**config.mk**
```make
export PLATFORM = sky130hd
export DESIGN_NAME = branch_resolve_flat
export DESIGN_NICKNAME = d
export VERILOG_FILES = /design/src/rtl/branch_resolve_pkg.sv /design/src/rtl/branch_resolve_if.sv /design/src/rtl/branch_target_adder.sv /design/src/rtl/branch_resolve.sv /design/src/flat_wrapper.sv
export SDC_FILE = /design/constraint.sdc
export NUM_CORES = 1
export LEC_CHECK = 0
export ABC_AREA = 1
export BUFFER_PORTS_ARGS = -buffer_cell sky130_fd_sc_hd__buf_2
export CAP_MARGIN = 0
export CORE_ASPECT_RATIO = 1.75
export CORE_MARGIN = 8
export CORE_UTILIZATION = 30
export DETAILED_ROUTE_END_ITERATION = 12
export HOLD_SLACK_MARGIN = 0.02
export PLACE_DENSITY_LB_ADDON = 0.25
export SETUP_SLACK_MARGIN = 0.2
export SYNTH_ARGS = -nofsm -noshare
export SYNTH_HDL_FRONTEND = slang
export SYNTH_SLANG_ARGS = --single-unit
```
**constraint.sdc**
```tcl
create_clock -name clock -period 3.35 [get_ports clock]
set_clock_uncertainty 0.05 [all_clocks]
set_input_delay 0.1675 -clock clock [delete_from_list [all_inputs] [get_ports clock]]
set_output_delay 0.1675 -clock clock [all_outputs]
set_load 0.03 [all_outputs]
```
**src/rtl/branch_resolve_pkg.sv**
```systemverilog
// branch_resolve_pkg: branch type encodings, flush default and taken-condition helper
package branch_resolve_pkg;
  typedef enum logic [2:0] {
    BR_NONE = 3'd0,
    BR_BNE  = 3'd1,
    BR_BLT  = 3'd2,
    BR_J    = 3'd3,
    BR_JAL  = 3'd4,
    BR_JR   = 3'd5,
    BR_BEX  = 3'd6,
    BR_RSVD = 3'd7
  } br_type_e;
  typedef enum logic {ST_IDLE, ST_FLUSH} state_e;
  localparam int FLUSH_CYCLES_DEF = 2;
  // reserved code falls through every term, so it behaves as NONE
  function automatic logic br_taken(logic [2:0] t, logic ne, logic lt, logic rs);
    return (t == BR_BNE && ne) || (t == BR_BLT && lt) || (t == BR_BEX && rs) ||
           t == BR_J || t == BR_JAL || t == BR_JR;
  endfunction
endpackage

```
**src/rtl/branch_resolve_if.sv**
```systemverilog
// branch_resolve_if: X-stage resolution inputs and fetch/flush outputs
interface branch_resolve_if #(parameter int CNT_W = 16);
  logic             in_valid;
  logic             stall;
  logic [2:0]       br_type;
  logic             is_not_equal;
  logic             is_less_than;
  logic             rstatus_nonzero;
  logic [31:0]      pc_plus1;
  logic [16:0]      imm;
  logic [26:0]      jtarget;
  logic [31:0]      jr_value;
  logic             redirect;
  logic [31:0]      redirect_pc;
  logic             flush_fd;
  logic             flush_dx;
  logic             busy;
  logic [CNT_W-1:0] taken_count;
  modport master(
    output in_valid, stall, br_type, is_not_equal, is_less_than, rstatus_nonzero,
           pc_plus1, imm, jtarget, jr_value,
    input  redirect, redirect_pc, flush_fd, flush_dx, busy, taken_count
  );
  modport slave(
    input  in_valid, stall, br_type, is_not_equal, is_less_than, rstatus_nonzero,
           pc_plus1, imm, jtarget, jr_value,
    output redirect, redirect_pc, flush_fd, flush_dx, busy, taken_count
  );
endinterface

```
**src/rtl/branch_target_adder.sv**
```systemverilog
// branch_target_adder: pc_plus1 plus sign-extended 17-bit immediate, wrapping mod 2^32
module branch_target_adder (
  input  logic [31:0] pc_i,
  input  logic [16:0] imm_i,
  output logic [31:0] sum_o
);
  assign sum_o = pc_i + {{15{imm_i[16]}}, imm_i};
endmodule

```
**src/rtl/branch_resolve.sv**
```systemverilog
// branch_resolve: resolves X-stage branches into a registered redirect plus a timed flush window
module branch_resolve
  import branch_resolve_pkg::*;
#(
  parameter int FLUSH_CYCLES = FLUSH_CYCLES_DEF,
  parameter int CNT_W        = 16
) (
  input logic clock,
  input logic reset,
  branch_resolve_if.slave bus
);
  localparam logic [2:0] CNT_LAST = 3'(FLUSH_CYCLES - 1);
  state_e           state_q, state_d;
  logic [2:0]       cnt_q, cnt_d;
  logic             redirect_q;
  logic [31:0]      redirect_pc_q;
  logic [CNT_W-1:0] taken_q;
  logic             accept, take;
  logic [31:0]      br_sum, target;
  branch_target_adder u_adder (
    .pc_i  (bus.pc_plus1),
    .imm_i (bus.imm),
    .sum_o (br_sum)
  );
  assign accept = state_q == ST_IDLE && bus.in_valid && !bus.stall;
  assign take   = accept && br_taken(bus.br_type, bus.is_not_equal, bus.is_less_than,
                                     bus.rstatus_nonzero);
  assign target = (bus.br_type == BR_BNE || bus.br_type == BR_BLT) ? br_sum :
                  bus.br_type == BR_JR ? bus.jr_value : {5'b0, bus.jtarget};
  always_ff @(posedge clock) begin
    if (reset) begin
      state_q       <= ST_IDLE;
      cnt_q         <= '0;
      redirect_q    <= 1'b0;
      redirect_pc_q <= '0;
      taken_q       <= '0;
    end else begin
      state_q       <= state_d;
      cnt_q         <= cnt_d;
      redirect_q    <= take;
      redirect_pc_q <= take ? target : redirect_pc_q;
      taken_q       <= (take && !(&taken_q)) ? taken_q + 1'b1 : taken_q;
    end
  end
  // the window ends after the cycle whose countdown reads zero
  always_comb begin
    state_d = state_q == ST_IDLE ? (take ? ST_FLUSH : ST_IDLE) :
              (cnt_q == 3'd0 ? ST_IDLE : ST_FLUSH);
    cnt_d   = take ? CNT_LAST : (state_q == ST_FLUSH && cnt_q != 3'd0) ? cnt_q - 3'd1 : cnt_q;
  end
  always_comb begin
    bus.busy        = state_q == ST_FLUSH;
    bus.flush_fd    = state_q == ST_FLUSH;
    bus.flush_dx    = state_q == ST_FLUSH;
    bus.redirect    = redirect_q;
    bus.redirect_pc = redirect_pc_q;
    bus.taken_count = taken_q;
  end
endmodule

```
**src/flat_wrapper.sv**
```systemverilog
// flat-port wrapper written by rule: the top's interface ports become plain ports
module branch_resolve_flat import branch_resolve_pkg::*;
#(
  parameter int FLUSH_CYCLES = FLUSH_CYCLES_DEF,
  parameter int CNT_W        = 16
)
  (clock, reset, bus_in_valid, bus_stall, bus_br_type, bus_is_not_equal, bus_is_less_than, bus_rstatus_nonzero, bus_pc_plus1, bus_imm, bus_jtarget, bus_jr_value, bus_redirect, bus_redirect_pc, bus_flush_fd, bus_flush_dx, bus_busy, bus_taken_count);
  branch_resolve_if #(.CNT_W(CNT_W)) bus_i ();
  input logic clock;
  input logic reset;
  input wire logic [$bits(bus_i.in_valid)-1:0] bus_in_valid;
  input wire logic [$bits(bus_i.stall)-1:0] bus_stall;
  input wire logic [$bits(bus_i.br_type)-1:0] bus_br_type;
  input wire logic [$bits(bus_i.is_not_equal)-1:0] bus_is_not_equal;
  input wire logic [$bits(bus_i.is_less_than)-1:0] bus_is_less_than;
  input wire logic [$bits(bus_i.rstatus_nonzero)-1:0] bus_rstatus_nonzero;
  input wire logic [$bits(bus_i.pc_plus1)-1:0] bus_pc_plus1;
  input wire logic [$bits(bus_i.imm)-1:0] bus_imm;
  input wire logic [$bits(bus_i.jtarget)-1:0] bus_jtarget;
  input wire logic [$bits(bus_i.jr_value)-1:0] bus_jr_value;
  output wire logic [$bits(bus_i.redirect)-1:0] bus_redirect;
  output wire logic [$bits(bus_i.redirect_pc)-1:0] bus_redirect_pc;
  output wire logic [$bits(bus_i.flush_fd)-1:0] bus_flush_fd;
  output wire logic [$bits(bus_i.flush_dx)-1:0] bus_flush_dx;
  output wire logic [$bits(bus_i.busy)-1:0] bus_busy;
  output wire logic [$bits(bus_i.taken_count)-1:0] bus_taken_count;
  assign bus_i.in_valid = bus_in_valid;
  assign bus_i.stall = bus_stall;
  assign bus_i.br_type = bus_br_type;
  assign bus_i.is_not_equal = bus_is_not_equal;
  assign bus_i.is_less_than = bus_is_less_than;
  assign bus_i.rstatus_nonzero = bus_rstatus_nonzero;
  assign bus_i.pc_plus1 = bus_pc_plus1;
  assign bus_i.imm = bus_imm;
  assign bus_i.jtarget = bus_jtarget;
  assign bus_i.jr_value = bus_jr_value;
  assign bus_redirect = bus_i.redirect;
  assign bus_redirect_pc = bus_i.redirect_pc;
  assign bus_flush_fd = bus_i.flush_fd;
  assign bus_flush_dx = bus_i.flush_dx;
  assign bus_busy = bus_i.busy;
  assign bus_taken_count = bus_i.taken_count;
  branch_resolve #(.FLUSH_CYCLES(FLUSH_CYCLES), .CNT_W(CNT_W)) u_core (.clock(clock), .reset(reset), .bus(bus_i));
endmodule
```
==> results of run 1 <==
through the flow:
step,hold WS (ns),setup slack (ns),util,cells,cell area (um^2)
2_1_floorplan,0.3090,1.521,-,923,5210
3_3_place_gp,0.3837,1.163,0.3621,1304,6233
3_5_place_dp,0.3865,1.155,0.3621,1304,6233
4_1_cts,0.09177,1.325,0.3706,1312,6380
5_1_grt,0.1316,1.220,0.3707,1313,6382
6_report,0.09914,1.399,0.3707,1313,6382
placed cells by master, fill, tap and decap left out, drive strengths merged:
| cell type | instances |
|---|---|
| o21ai | 45 |
| a31oi | 2 |
| inv | 142 |
| nand3b | 4 |
| nor2 | 92 |
| clkbuf | 5 |
| nor3 | 12 |
| and2 | 1 |
| fa | 1 |
| nor4 | 5 |
| diode | 1 |
| o21bai | 3 |
| nand2 | 365 |
| xnor2 | 11 |
| nand3 | 61 |
| a22o | 5 |
| clkinv | 1 |
| buf | 171 |
| nor3b | 1 |
| clkinvlp | 1 |
| dfxtp | 53 |
| o211ai | 1 |
| a21o | 3 |
| xor2 | 8 |
| nand4 | 8 |
| a21oi | 44 |
| ha | 34 |
| or2 | 2 |
power groups by stage:
stage	combinational (mW)	sequential (mW)	clock (mW)
2_1_floorplan	0.438	0.711	0
3_3_place_gp	0.708	0.675	0
3_5_place_dp	0.709	0.675	0
4_1_cts	0.712	0.661	0.555
5_1_grt	0.797	0.663	0.568
6_report	0.705	0.661	0.528
registers in the layout, summed over array words and instances, names as in the netlist:
| signal | count |
|---|---|
| u_core.bus.busy | 1 |
| u_core.bus.redirect | 1 |
| u_core.bus.redirect_pc | 32 |
| u_core.bus.taken_count | 16 |
| u_core.cnt_q | 3 |
area by class of cell:
type	instances	area [um^2]
Antenna cell	1	2.502
Fill cell	2021	10830
Clock buffer	5	125.1
Clock inverter	3	21.27
Timing Repair Buffer	171	860.8
Sequential cell	53	1061
Inverter	141	534.3
Tap cell	231	289.0
Multi-Input combinational cell	708	3488
metal layers:
layer	wire length, um	GRT usage
met1	7382	0.1768
met2	10010	0.3216
met3	922	0.01903
met4	663	0.08480
met5	0	0
path summary, 6_finish.rpt:
check | slack (ns) | to | cells past startpoint
worst max-delay path | 1.40 | u_core.bus.taken_count[6] | 9
worst min-delay path | 0.1 | u_core.bus.redirect_pc[30] | 5
worst max register to register | 1.40 | u_core.bus.taken_count[6] | 9
worst min register to register | 0.40 | u_core.bus.redirect_pc[11] | 2
worst max-delay path, cell delays in order (launching register included):
cell	delay (ns)
dfxtp_1	0.38
ha_1	0.27
nand3_1	0.11
inv_1	0.07
nand4_1	0.14
nand2_4	0.13
inv_2	0.26
nand2_2	0.13
nor3_1	0.22
nor3_1	0.07
logic make-up (layout without fill, tap and decap cells):
kind of cell | Yosys count | in the layout | share of synthesized area
xor+xnor | 19 | 19 | 0.03194
fa+ha+maj | 35 | 35 | 0.08550
other cells | 0 | 1 | 0
flops | 53 | 53 | 0.2037
simple gates | 551 | 551 | 0.4421
buf+inv | 162 | 320 | 0.1268
compound gates | 103 | 103 | 0.1100
==> qor.yml, run 1 <==
critical_path:
  worstPathRequired_ns: 3.47
  start_kind: "flop"
  r2r_start: "u_core.bus.taken_count[0]"
  critPathKind: "reg2reg"
  worstPathArrival_ns: 2.07
  crit_fanout: 13
  endpoint_kind: "flop"
  crit_start: "u_core.bus.taken_count[0]"
floorplan:
  start_util: 0.3026
  ios: 170
  die_h_um: 190.3
  rows: 64
  fp.coreArea_um2: 17220
  die_x_um: 115.6
  die-area_um2: 22010
route:
  drt_wl_total_um: 18980
  routedWlPerCell_um: 14.45
  avgViaCountPerCell: 4.609
  drtIter0Drc: 237
  route.detailed.drc: 0
  vias: 6051
  postRouteAntennaNets: 0
  first_pass_iters: 4
logic_synthesis:
  yosys.area.top_type: "nand2_1"
  synthCells: 923
  synthArstFlopShare: 0
  yosysMostFrequentCell: "nand2_1"
  syn_nets: 1076
  synth.top_cell.area_share: 0.2594
  ys_warn_count: 0
  synth_area_leaders: "nand2_1 (26%), dfxtp_1 (20%), inv_1 (9.9%)"
  ys_types: 38
  syn_area_um2: 5210
  yosysSeqAreaShare: 0.2037
  synth_common_cells: "nand2_1 (360), inv_1 (137), nor2_1 (90)"
  syn_avg_cell_area_um2: 5.645
  synth_edf_count: 0
  ys_dominant_reg_cell: "dfxtp_1"
  ys_ff_latch: 53
run_status:
  status: "finished clean"
clock_network:
  cts_tree: "done"
  clock-sinks: 53
  cts_max_level: 2
  clockBufferDepth: 2
  postCtsHoldBufs: 0
  numCtsBuffers: 5
  insertion_delay_ns: 0.30
  clk_pin_slew_ns: 0.07
  post_cts.repair.setup_buffers: 0
  cts-resized-gates: 0
  cts-root-buf: "clkbuf_16"
timing:
  period_minus_slack_ns: 1.951
  slew_violations: 0
  slew_headroom: 0.5915
  min_period_over_period: 0.5823
  rsz0062_at_grt: "false"
  tightest_slew_ns: 0.6063
  fin_tns_setup_ns: 0
  hold_viol_final: 0
  setup_viol: 0
  fmax_ghz: 0.5127
power_and_ir_drop:
  sequentialPowerShare: 0.349
  power_mw: 1.893
  p_leak_nw: 3.690
  cellPowerDensity_nw_per_um2: 296.6
  switching_share: 0.3787
  p_int_mw: 1.176
  power_frac_clock: 0.279
  peakVddDrop_mv: 0.1811
  combPwrFrac: 0.372
  switching_power_mw: 0.7169
place:
  hpwlAfterDp_um: 16000
  routabilityCongestion: 0.8881
  port_buffers: 169
worst_hold_path:
  min_from: "bus_jr_value[30]"
  hold_class: "in2reg"
global_routing:
  antenna_found_initial: 1
  grtUsageTotal: 0.1696
  grt_max_degree: 35
  grt-ovfl-total: 0
  first_global_vias: 5777
  grt_pass1_wl_um: 29080
final_layout:
  synthToLayoutAreaGrowth_pct: 22.50
  nNetsFinal: 1233
  drive_gt1_frac: 0.1869
flow_run:
  max_cap_violations: 0
Power figures use the tool's default switching activity.
==> run 2: changes to the inputs <==
==> constraint.sdc (replaced) <==
create_clock -name clock -period 1.8 [get_ports clock]
set_clock_uncertainty 0.05 [all_clocks]
set_input_delay 0.09 -clock clock [delete_from_list [all_inputs] [get_ports clock]]
set_output_delay 0.09 -clock clock [all_outputs]
set_load 0.03 [all_outputs]
==> qor.yml, run 2 (synthesis gave the netlist of run 1 again) <==
run_status:
  status: "finished clean"
critical_path:
  cpLargestDelayFamily: "simple AND/OR/NAND/NOR gates"
  worstPathArrival_ns: 1.68
  r2r_slack_ns: 0.25
  max_stage_delay_ns: 0.35
  crit_fanout: 9
  crit_buf_inv: 3
  start_kind: "flop"
  cp_cell_sequence: "ha_2 > nand3_2 > inv_2 > nand4_1 > nand2_4 > inv_2 > buf_4 > a21oi_2 > nor3_1"
  endpoint_kind: "flop"
  r2r_start: "u_core.bus.taken_count[0]"
  crit_path_frequent_cell: "inv_2"
  crit_start: "u_core.bus.taken_count[0]"
  reg2regPathDepth: 9
  critPathKind: "reg2reg"
  rr_endpoint: "u_core.bus.taken_count[4]"
  worstPathRequired_ns: 1.93
  slowest_stage: "dfxtp_4"
route:
  first_pass_iters: 5
  route.detailed.drc: 0
  routedWlPerCell_um: 14.06
  avgViaCountPerCell: 4.522
  vias: 6290
  postRouteAntennaNets: 0
  drtIter0Drc: 237
  drt_wl_total_um: 19560
worst_hold_path:
  min_from: "bus_jr_value[31]"
  hold_class: "in2reg"
  hold_end: "u_core.bus.redirect_pc[31]"
  hold_depth: 5
power_and_ir_drop:
  cellPowerDensity_nw_per_um2: 534.5
  p_leak_nw: 4.138
  peakVddDrop_mv: 0.4731
global_routing:
  grt_pass1_wl_um: 30440
  grt_util_met3: 0.01586
  grtUsageMet2: 0.3490
  first_global_vias: 6215
  grt-ovfl-total: 0
  antenna_found_initial: 0
  grt_util_met1: 0.1799
  top_usage_layer: "met2"
  grtUsageTotal: 0.1745
  grt_max_degree: 33
final_layout:
  fill_cells: 1915
  final_cell_mix: "nand2_1 (346), buf_2 (168), inv_1 (136), buf_4 (76), nor2_1 (74)"
  post-route-util: 0.4360
  largest_reg_flops: 32
  fin_area_um2: 7507
  final-instance-count-excl-fill: 1391
  final_common_cell: "nand2_1"
  multiInputGateArea_um2: 3928
  seq_area_um2: 1076
  drive_gt1_frac: 0.3216
  num_antenna_cells: 0
  synthToLayoutAreaGrowth_pct: 44.09
  nNetsFinal: 1312
timing:
  min_period_over_period: 0.8614
  setup_viol: 0
  hold_viol_final: 0
  tightest_slew_ns: 0.3761
  slew_violations: 0
  fmax_ghz: 0.6450
  rsz0062_at_grt: "true"
  period_minus_slack_ns: 1.550
  slew_headroom: 0.7466
clock_network:
  insertion_delay_ns: 0.30
  postCtsHoldBufs: 0
  cts_max_level: 2
  clock-sinks: 53
  numCtsBuffers: 5
  clk_pin_slew_ns: 0.08
  clockBufferDepth: 2
  cts_tree: "done"
  cts-root-buf: "clkbuf_16"
floorplan:
  die-area_um2: 22010
  fp.coreArea_um2: 17220
  rows: 64
  ios: 170
  die_h_um: 190.3
  start_util: 0.3026
  die_x_um: 115.6
place:
  routabilityCongestion: 0.8847
  port_buffers: 169
  hpwlAfterDp_um: 16770
  dp_cells: 1379
  placed_area_um2: 6849
flow_run:
  max_cap_violations: 0
==> run 2: routing by layer <==
layer | vias to the layer above | part of all wire | routed length, um
li1 | 3353 | - | -
met1 | 2773 | 0.38 | 7482
met2 | 132 | 0.55 | 10760
met3 | 32 | 0.041 | 809
met4 | 0 | 0.026 | 506
met5 | - | 0 | 0
==> run 2: per-stage QoR <==
step	setup WS [ns]	TNS (ns)	hold WS, ns	total power [mW]
after floorplan	0.2017	0	0.2315	2.137
after global placement	-0.1818	-1.728	0.3475	2.747
after detailed placement	-0.1757	-1.923	0.3429	2.750
after CTS	0.2008	0	0.03180	3.906
after global routing	0.1527	0	0.06206	4.272
final	0.2496	0	0.03563	4.013
==> run 2: how the worst max path moves through the flow <==
stage | endpoint | slack, ns | cells past startpoint
global placement | u_core.bus.redirect_pc[28] | -0.18 | 12
floorplan | u_core.bus.redirect_pc[16] | 0.20 | 10
global route | u_core.bus.taken_count[14] | 0.15 | 7
CTS | u_core.bus.redirect_pc[21] | 0.20 | 13
detailed placement | u_core.bus.redirect_pc[28] | -0.18 | 12
finish | u_core.bus.taken_count[4] | 0.25 | 9
==> run 2: power breakdown <==
group	switching (mW)	internal (mW)	leakage, nW
registers	0.0171	1.21	0.434
clock network	0.476	0.660	0.0800
logic	0.953	0.700	3.62
total	1.45	2.57	4.14
==> run 2: repair_timing <==
action / in CTS / in global routing
pin swaps: 1 / 9
resized for setup: 5 / 92
setup endpoints to repair: 14 / 36
buffers inserted: 0 / 4
==> run 2: area by class of cell <==
class                   instances  share of cell area
well taps                     231             0.03850
repair buffers                250              0.2010
clock buffers                   5             0.01667
flip-flops and latches         53              0.1433
clock inverters                 3            0.006167
inverters                     141             0.07117
multi-input cells             708              0.5232
==> run 2: tightest hold or removal path, stage by stage <==
cell     delay [ns]
buf_2          0.08
nand2_1        0.05
nand2_1        0.06
nand2_1        0.04
nand2_1        0.04
==> run 3: changes to the inputs <==
--- a/config.mk
+++ b/config.mk
@@ -14,6 +14,8 @@
 export DETAILED_ROUTE_END_ITERATION = 12
 export HOLD_SLACK_MARGIN = 0.02
 export PLACE_DENSITY_LB_ADDON = 0.25
+export RECOVER_POWER = 25
+export REMOVE_ABC_BUFFERS = 1
 export SETUP_SLACK_MARGIN = 0.2
 export SYNTH_ARGS = -nofsm -noshare
 export SYNTH_HDL_FRONTEND = slang
==> qor.yml, run 3 (synthesis gave the netlist of run 1 again) <==
place:
  hpwlAfterDp_um: 16540
  port_buffers: 169
  routabilityCongestion: 0.9234
  pre_cts_slack_ns: -0.1886
  dp_cells: 1383
global_routing:
  grtUsageTotal: 0.1780
  grt_max_degree: 34
  grt_pass1_wl_um: 30640
  first_global_vias: 6294
  grt-ovfl-total: 0
  antenna_found_initial: 0
timing:
  slew_headroom: 0.6827
  finalWorstSetupSlack_ns: 0.2897
  hold_viol_final: 0
  period_minus_slack_ns: 1.510
  tightest_slew_ns: 0.4759
  rsz0062_at_grt: "true"
  min_period_over_period: 0.8391
  fmax_ghz: 0.6621
  fin_tns_setup_ns: 0
  hold_slack_ns: 0.02530
  slew_violations: 0
  setup_viol: 0
final_layout:
  synthToLayoutAreaGrowth_pct: 45.39
  num_antenna_cells: 0
  post-route-util: 0.4400
  final_cell_mix: "nand2_1 (350), buf_2 (142), inv_1 (136), buf_4 (79), nor2_1 (75)"
  final-instance-count-excl-fill: 1397
  nNetsFinal: 1318
  largest_reg_flops: 32
  drive_gt1_frac: 0.2925
  final_common_cell: "nand2_1"
floorplan:
  rows: 64
  fp.coreArea_um2: 17220
  ios: 170
  die-area_um2: 22010
  start_util: 0.3026
  die_x_um: 115.6
  die_h_um: 190.3
critical_path:
  slowest_stage: "dfxtp_2"
  endpoint_kind: "flop"
  worstPathArrival_ns: 1.65
  start_kind: "flop"
  cpLargestDelayFamily: "simple AND/OR/NAND/NOR gates"
  cp_cell_sequence: "nor3b_4 > nand2_4 > inv_6 > nand2_4 > buf_12 > nor2_4 > nand3_1 > nand2_1 > nor2_1"
  r2r_start: "u_core.bus.busy"
  crit_fanout: 8
  critPathKind: "reg2reg"
  crit_path_frequent_cell: "nand2_4"
  crit_buf_inv: 2
  worstPathRequired_ns: 1.94
  reg2regPathDepth: 9
  rr_endpoint: "u_core.bus.taken_count[7]"
  crit_end: "u_core.bus.taken_count[7]"
  crit_start: "u_core.bus.busy"
  crit_cells: 9
  max_stage_delay_ns: 0.36
  r2r_slack_ns: 0.29
route:
  drtIter0Drc: 257
  route.detailed.drc: 0
  routedWlPerCell_um: 14.49
  avgViaCountPerCell: 4.571
  vias: 6386
  postRouteAntennaNets: 0
  first_pass_iters: 4
  drt_wl_total_um: 20240
run_status:
  status: "finished clean"
clock_network:
  clk_pin_slew_ns: 0.08
  clock-sinks: 53
  numCtsBuffers: 5
  clockBufferDepth: 2
  insertion_delay_ns: 0.29
  cts_tree: "done"
  cts-root-buf: "clkbuf_16"
  cts_max_level: 2
power_and_ir_drop:
  cellPowerDensity_nw_per_um2: 515.8
  p_leak_nw: 4.110
  peakVddDrop_mv: 0.4503
worst_hold_path:
  hold_class: "in2reg"
flow_run:
  max_cap_violations: 0
run 3: cell types whose count changed in the layout (fill, tap and decap cells not counted), moves of 4 or more:
cell / previous run / this run
clkbuf_1: 0 / 27
ha_2: 10 / 5
buf_2: 168 / 142
nand2_1: 346 / 350
nand2_2: 15 / 10
a21oi_1: 30 / 36
a21oi_2: 14 / 8
nor2_2: 16 / 12
run 3: area by class of cell:
cell class,count,area (um^2)
fill,1872,9642
multi-input combinational,708,3961
timing repair buffer,256,1558
sequential,53,1081
inverter,141,541.8
tap,231,289.0
clock buffer,6,128.9
clock inverter,2,15.01
run 3: worst min-delay path: stages:
cell and delay [ns]:
buf_2 0.07, nand2_1 0.04, nand2_1 0.05, nand2_1 0.04, nand2_1 0.05
run 3: how the worst min path moves through the flow:
| stage | startpoint | endpoint | slack, ns | cells past startpoint |
|---|---|---|---|---|
| 2_1_floorplan | reset | u_core.bus.busy | 0.11 | 1 |
| 3_3_place_gp | bus_jr_value[29] | u_core.bus.redirect_pc[29] | 0.32 | 5 |
| 3_5_place_dp | bus_jr_value[31] | u_core.bus.redirect_pc[31] | 0.33 | 5 |
| 4_1_cts | bus_jr_value[31] | u_core.bus.redirect_pc[31] | 0.02 | 5 |
| 5_1_grt | bus_jr_value[31] | u_core.bus.redirect_pc[31] | 0.06 | 5 |
| 6_report | bus_jr_value[30] | u_core.bus.redirect_pc[30] | 0.03 | 5 |
run 3: metal layers:
metal  share of wire  vias to the layer above  GRT usage
li1                -                     3371          -
met1            0.39                     2842     0.1847
met2            0.54                      144     0.3512
met3           0.043                       29    0.01808
met4           0.027                        0    0.06372
met5               0                        -          0
run 3: timing repair:
| item | in CTS | in global routing |
|---|---|---|
| hold buffers | 1 | 0 |
| setup endpoints to repair | 16 | 45 |
| gates cloned | 0 | 0 |
| setup buffers | 0 | 5 |
| hold endpoints to repair | 1 | 0 |
| gates resized for setup | 18 | 88 |
| pin swaps | 1 | 11 |
run 3: per-stage QoR:
stage,total power [mW],cell area [um^2]
detailed placement,2.777,6902
CTS,3.853,7188
finish,3.907,7575
global route,4.159,7575
floorplan,2.107,5084
global placement,2.768,6902
run 3: power by group:
group	switching (mW)	internal [mW]
Sequential	0.0208	1.20
Combinational	0.949	0.716
Clock	0.498	0.519
